===== config.mk =====
export PLATFORM = sky130hd
export DESIGN_NAME = fpmu_mac_sequencer
export DESIGN_NICKNAME = d
export VERILOG_FILES = /design/src/rtl/fpmu_mac_pkg.sv /design/src/rtl/fp_sat_clamp.sv /design/src/rtl/fpmu.sv /design/src/rtl/fpmu_mac_sequencer.sv
export SDC_FILE = /design/constraint.sdc
export NUM_CORES = 1
export LEC_CHECK = 0
export ABC_CLOCK_PERIOD_IN_PS = 7450
export CAP_MARGIN = 25
export CORE_AREA = 2 2 91 93
export CTS_BUF_LIST = sky130_fd_sc_hd__clkbuf_16
export DETAILED_ROUTE_END_ITERATION = 8
export DIE_AREA = 0 0 93 95
export PLACE_DENSITY = 0.69
export RECOVER_POWER = 50
export SYNTH_ARGS = -nofsm -noshare
export SYNTH_HDL_FRONTEND = slang
export SYNTH_SLANG_ARGS = --single-unit

===== constraint.sdc =====
create_clock -name clk -period 7.45 [get_ports clk]
set_clock_uncertainty 0.05 [all_clocks]
set_input_delay 0.745 -clock clk [delete_from_list [all_inputs] [get_ports clk]]
set_output_delay 0.745 -clock clk [all_outputs]
set_load 0.1 [all_outputs]

===== src/rtl/fpmu_mac_pkg.sv =====
// Shared types and sizing helpers for the FPMU multiply-accumulate sequencer.
package fpmu_mac_pkg;

  typedef enum logic [1:0] {IDLE, ACCUM, DONE} mac_state_t;

  // Headroom for N_INPUTS products plus the bias, plus a guard bit.
  function automatic int acc_width(input int width, input int n_inputs);
    return width + $clog2(n_inputs + 1) + 1;
  endfunction

endpackage


===== src/rtl/fp_sat_clamp.sv =====
// Combinational saturating narrower: clamps a wide value to OUT_W bits and flags clamping.
module fp_sat_clamp #(
  parameter int SIGN  = 1,
  parameter int IN_W  = 12,
  parameter int OUT_W = 8
) (
  input  logic [IN_W-1:0]  din,
  output logic [OUT_W-1:0] dout,
  output logic             sat
);

  // Returns {sat, value}.
  function automatic logic [OUT_W:0] clamp(input logic [IN_W-1:0] x);
    logic [OUT_W:0] r;
    r = {1'b0, x[OUT_W-1:0]};
    if (SIGN != 0) begin
      if (x[IN_W-1:OUT_W-1] != '0 && x[IN_W-1:OUT_W-1] != '1)
        r = x[IN_W-1] ? {2'b11, {(OUT_W-1){1'b0}}} : {2'b10, {(OUT_W-1){1'b1}}};
    end else if (x[IN_W-1:OUT_W] != '0) begin
      r = {1'b1, {OUT_W{1'b1}}};
    end
    return r;
  endfunction

  assign {sat, dout} = clamp(din);

endmodule


===== src/rtl/fpmu.sv =====
// Combinational fixed-point multiplier: truncates fractional LSBs, wraps the integer MSBs.
module fpmu #(
  parameter int SIGN         = 1,
  parameter int WIDTH        = 8,
  parameter int FP_POSITIONS = 4
) (
  input  logic [WIDTH-1:0] a,
  input  logic [WIDTH-1:0] b,
  output logic [WIDTH-1:0] result
);

  logic [2*WIDTH-1:0] a_x;
  logic [2*WIDTH-1:0] b_x;
  logic [2*WIDTH-1:0] prod;

  // Low 2*WIDTH bits of the extended product are exact for both signed and unsigned.
  assign a_x    = {{WIDTH{(SIGN != 0) && a[WIDTH-1]}}, a};
  assign b_x    = {{WIDTH{(SIGN != 0) && b[WIDTH-1]}}, b};
  assign prod   = a_x * b_x;
  assign result = WIDTH'(prod >> FP_POSITIONS);

endmodule


===== src/rtl/fpmu_mac_sequencer.sv =====
// Neuron dot product: out = sat(bias + sum a[i]*b[i]) through one shared FPMU.
module fpmu_mac_sequencer
  import fpmu_mac_pkg::*;
#(
  parameter int SIGN         = 1,
  parameter int WIDTH        = 8,
  parameter int FP_POSITIONS = 4,
  parameter int N_INPUTS     = 4
) (
  input  logic             clk,
  input  logic             rst_n,
  input  logic             start_valid,
  output logic             start_ready,
  input  logic [WIDTH-1:0] bias,
  input  logic             in_valid,
  output logic             in_ready,
  input  logic [WIDTH-1:0] in_a,
  input  logic [WIDTH-1:0] in_b,
  output logic             out_valid,
  input  logic             out_ready,
  output logic [WIDTH-1:0] out_data,
  output logic             out_sat,
  output logic             busy
);

  localparam int ACC_W = acc_width(WIDTH, N_INPUTS);
  localparam int CNT_W = (N_INPUTS > 1) ? $clog2(N_INPUTS) : 1;
  localparam logic [CNT_W-1:0] LAST = CNT_W'(N_INPUTS - 1);

  mac_state_t              state;
  logic [CNT_W-1:0]        count;
  logic signed [ACC_W-1:0] acc;
  logic signed [ACC_W-1:0] acc_next;
  logic signed [ACC_W-1:0] prod_ext;
  logic signed [ACC_W-1:0] bias_ext;
  logic [WIDTH-1:0]        prod;
  logic [WIDTH-1:0]        clamp_data;
  logic                    clamp_sat;

  fpmu #(
    .SIGN        (SIGN),
    .WIDTH       (WIDTH),
    .FP_POSITIONS(FP_POSITIONS)
  ) u_fpmu (
    .a     (in_a),
    .b     (in_b),
    .result(prod)
  );

  assign prod_ext = {{(ACC_W-WIDTH){(SIGN != 0) && prod[WIDTH-1]}}, prod};
  assign bias_ext = {{(ACC_W-WIDTH){(SIGN != 0) && bias[WIDTH-1]}}, bias};
  assign acc_next = acc + prod_ext;

  // Clamp the post-add sum so the final beat's result registers with the DONE transition.
  fp_sat_clamp #(
    .SIGN (SIGN),
    .IN_W (ACC_W),
    .OUT_W(WIDTH)
  ) u_clamp (
    .din (acc_next),
    .dout(clamp_data),
    .sat (clamp_sat)
  );

  assign start_ready = (state == IDLE);
  assign in_ready    = (state == ACCUM);
  assign busy        = (state != IDLE);

  always_ff @(posedge clk) begin
    if (!rst_n) begin
      state     <= IDLE;
      count     <= '0;
      acc       <= '0;
      out_valid <= 1'b0;
      out_data  <= '0;
      out_sat   <= 1'b0;
    end else begin
      case (state)
        IDLE: begin
          if (start_valid) begin
            acc   <= bias_ext;
            count <= '0;
            state <= ACCUM;
          end
        end
        ACCUM: begin
          if (in_valid) begin
            acc <= acc_next;
            if (count == LAST) begin
              count     <= '0;
              state     <= DONE;
              out_valid <= 1'b1;
              out_data  <= clamp_data;
              out_sat   <= clamp_sat;
            end else begin
              count <= count + 1'b1;
            end
          end
        end
        DONE: begin
          if (out_ready) begin
            out_valid <= 1'b0;
            state     <= IDLE;
          end
        end
        default: state <= IDLE;
      endcase
    end
  end

endmodule


==> impl_metrics.py <==
metrics = {
    "hold_path": {
        "min_from": "out_valid$_SDFFE_PN0P_",
        "hp-class": "register to register",
        "hold_depth": 2,
        "hold_path_end": "out_valid$_SDFFE_PN0P_",
    },
    "timing": {
        "finalSetupTns_ns": 0,
        "worst_pin_slew_ns": 0.989,
        "grt_setup_unrepaired": "no",
        "report.final.hold_viol_count": 0,
        "fmax_mhz": 142,
        "slew_headroom_pct": 33.9,
        "final_max_slew_viol_count": 0,
        "final.period_utilization_pct": 94.2,
        "setup_viol": 0,
        "fin_crit_ns": 7.02,
    },
    "worst_setup_path": {
        "reg2regPathDepth": 12,
        "r2r_end": "out_data[3]$_SDFFE_PN0P_",
        "max_stage_delay_ns": 0.55,
        "critPathRequiredTime_ns": 7.55,
        "reg2reg_slack_ns": 4.30,
        "criticalPathCategory": "primary input to register",
        "worst-endpoint-arrival_ns": 7.12,
        "crit_fanout": 8,
        "r2r_start": "acc[0]$_SDFFE_PN0P_",
        "slowest_stage": "clkdlybuf4s50_1",
        "endpoint_kind": "register",
        "critPathLaunchType": "primary input",
        "path_cells": "clkdlybuf4s50_1, and2_2, fa_1, inv_1, fa_1, inv_1, fa_1, inv_1, fa_1, inv_1, ha_1, nand3_1, o211ai_1, o41ai_1, xnor3_2, ha_1, a21o_1, a21oi_1, o21ai_0, o31ai_1, xnor2_1, a41o_2, and3_4, a32o_1",
    },
    "cts": {
        "clock_tree.root_cell": "clkbuf_16",
        "clk_latency_ns": 0.26,
        "cts_tree": "built",
        "cts_buffers": 3,
        "cts_resized": 0,
        "path_clk_slew_ns": 0.07,
        "clk_path_buf_depth": 2,
        "post-cts-setup-buffers": 0,
        "cts_sinks": 26,
        "cts_max_level": 1,
        "cts_hold_buf": 0,
    },
    "logic_synthesis": {
        "syn-instance-count": 397,
        "synthTopCellsByArea": "fa_1 (21%), dfxtp_1 (15%), ha_1 (13%), inv_1 (6.9%), and2_1 (5.4%)",
        "ys_ff_latch": 26,
        "postSynthAreaPerCell_um2": 8.69,
        "synth_edf_count": 0,
        "synth_cell_types": 48,
        "synthesis.nets": 499,
        "ys_warn_count": 0,
        "ys_seq_area_share_pct": 15.1,
        "synth_flop_cell": "dfxtp_1",
        "synthArstFlopShare_pct": 0,
        "synth_top_area_share_pct": 21.5,
        "netlist_area_mm2": 0.00345,
        "synth_top_cell_by_area": "fa_1",
    },
    "placement": {
        "numPortBuffers": 41,
        "gp_congestion": 0.842,
        "hpwl_um": 6040,
    },
    "die": {
        "core_mm2": 0.00793,
        "num_rows": 33,
        "start_util_pct": 43.5,
        "die_h_um": 95,
        "fp.dieW_um": 93,
        "die_area_mm2": 0.00884,
        "io_pins": 42,
    },
    "finish": {
        "nNetsFinal": 542,
        "areaGrowthSynthToFinish_pct": 18.9,
        "fillers": 779,
        "regArea_um2": 520,
        "drive_gt1_share_pct": 5.47,
        "layout_common_cells": "inv_1 (63), nand2_1 (37), fa_1 (37), ha_1 (36), and2_1 (30)",
        "layout_commonest_cell": "inv_1",
        "multi_input_area_mm2": 0.00263,
        "diodes": 0,
    },
    "routing": {
        "vias": 2729,
        "remaining_drc_errors": 0,
        "dr.pass1.iters": 7,
        "drt_iter0_drc": 76,
        "viasPerCell": 5.02,
        "wl_per_cell_um": 13.1,
        "antenna_left": 0,
        "routed_wl_um": 7140,
    },
    "global_route": {
        "grtUsageMet2_pct": 32.2,
        "grt_pass1_vias": 2846,
        "grt_pass1_wl_um": 12400,
        "grt_busiest_layer": "met2",
        "track_usage_pct": 17.2,
        "overflow": 0,
        "grt_use_met1_pct": 22.3,
        "antenna_found_initial": 0,
        "grt_max_degree": 29,
        "met3_usage_pct": 1.52,
    },
    "run": {
        "timing.max_cap.violations": 0,
    },
    "outcome": {
        "status": "complete, no violations",
    },
}
==> worst max-delay path by stage <==
stage                     slack [ns]                  endpoint  startpoint
after floorplan                 0.82  out_data[3]$_SDFFE_PN0P_     in_b[3]
after global placement          0.31  out_data[6]$_SDFFE_PN0P_     in_b[3]
after detailed placement        0.22  out_data[6]$_SDFFE_PN0P_     in_b[4]
after CTS                       0.41  out_data[6]$_SDFFE_PN0P_     in_b[4]
after global routing            0.03  out_data[0]$_SDFFE_PN0P_     in_b[4]
final                           0.43  out_data[6]$_SDFFE_PN0P_     in_b[4]
==> cell families after synthesis <==
group | count (synthesis) | share of synthesized area (%)
XOR/XNOR | 28 | 8.60
AO/OA/AOI/OAI | 74 | 14.6
multiplexers | 3 | 0.871
buffers and inverters | 76 | 8.67
AND/OR/NAND/NOR | 117 | 17.6
adder cells (fa/ha/maj) | 73 | 34.5
flip-flops | 26 | 15.1
==> synth_stat cells (2+ instances only) <==
library cell,number
inv_1,63
fa_1,37
nand2_1,37
ha_1,36
and2_1,30
dfxtp_1,26
o21ai_0,20
a21oi_1,16
xnor2_1,15
nor2_1,12
nand3_1,11
xor2_1,9
nand2b_1,8
clkbuf_1,7
o211a_1,7
a21o_1,5
o211ai_1,5
a32o_1,4
and2_2,4
nor2b_1,4
and3_1,3
buf_4,3
mux2i_1,3
o21a_1,3
o41ai_1,3
a21boi_0,2
nor3_1,2
o21bai_1,2
==> flip-flops by register name, summed over array words and instances, names as in the netlist <==
| name | cells |
|---|---|
| count | 2 |
| out_sat | 1 |
| out_valid | 1 |
| state | 2 |
| out_data | 8 |
| acc | 12 |
==> stage by stage <==
step           instances  cell area, um^2  worst slack (ns)  hold WS (ns)  util (%)
2_1_floorplan        397             3450             0.818         0.409         -
3_3_place_gp         540             4000             0.306         0.426      50.5
3_5_place_dp         540             4000             0.215         0.442      50.5
4_1_cts              544             4110             0.413         0.458      51.8
5_1_grt              544             4100            0.0262         0.471      51.7
6_report             544             4100             0.429         0.444      51.7
==> layout make-up <==
class / count / area share (%)
clock inverters: 1 / 0.732
multi-input cells: 295 / 64.1
flip-flops and latches: 26 / 12.7
clock buffers: 3 / 1.83
inverters: 64 / 5.86
well taps: 105 / 3.20
repair buffers: 50 / 11.6
==> worst max-delay path: cells and delay by family <==
kind	cells	cell delay [ns]
AO/OA/AOI/OAI	8	1.65
XOR/XNOR	2	0.65
adder cells (fa/ha/maj)	6	2.76
buffers and inverters	5	0.76
AND/OR/NAND/NOR	3	0.55
==> routing by layer <==
layer	wire, um	share of wire [%]
met1	3310	46
met2	3610	51
met3	198	2.8
met4	30	0.42
met5	0	0
Power is not shown: default switching activity piles up to over one toggle a cycle in this logic, so the estimate is an artifact.
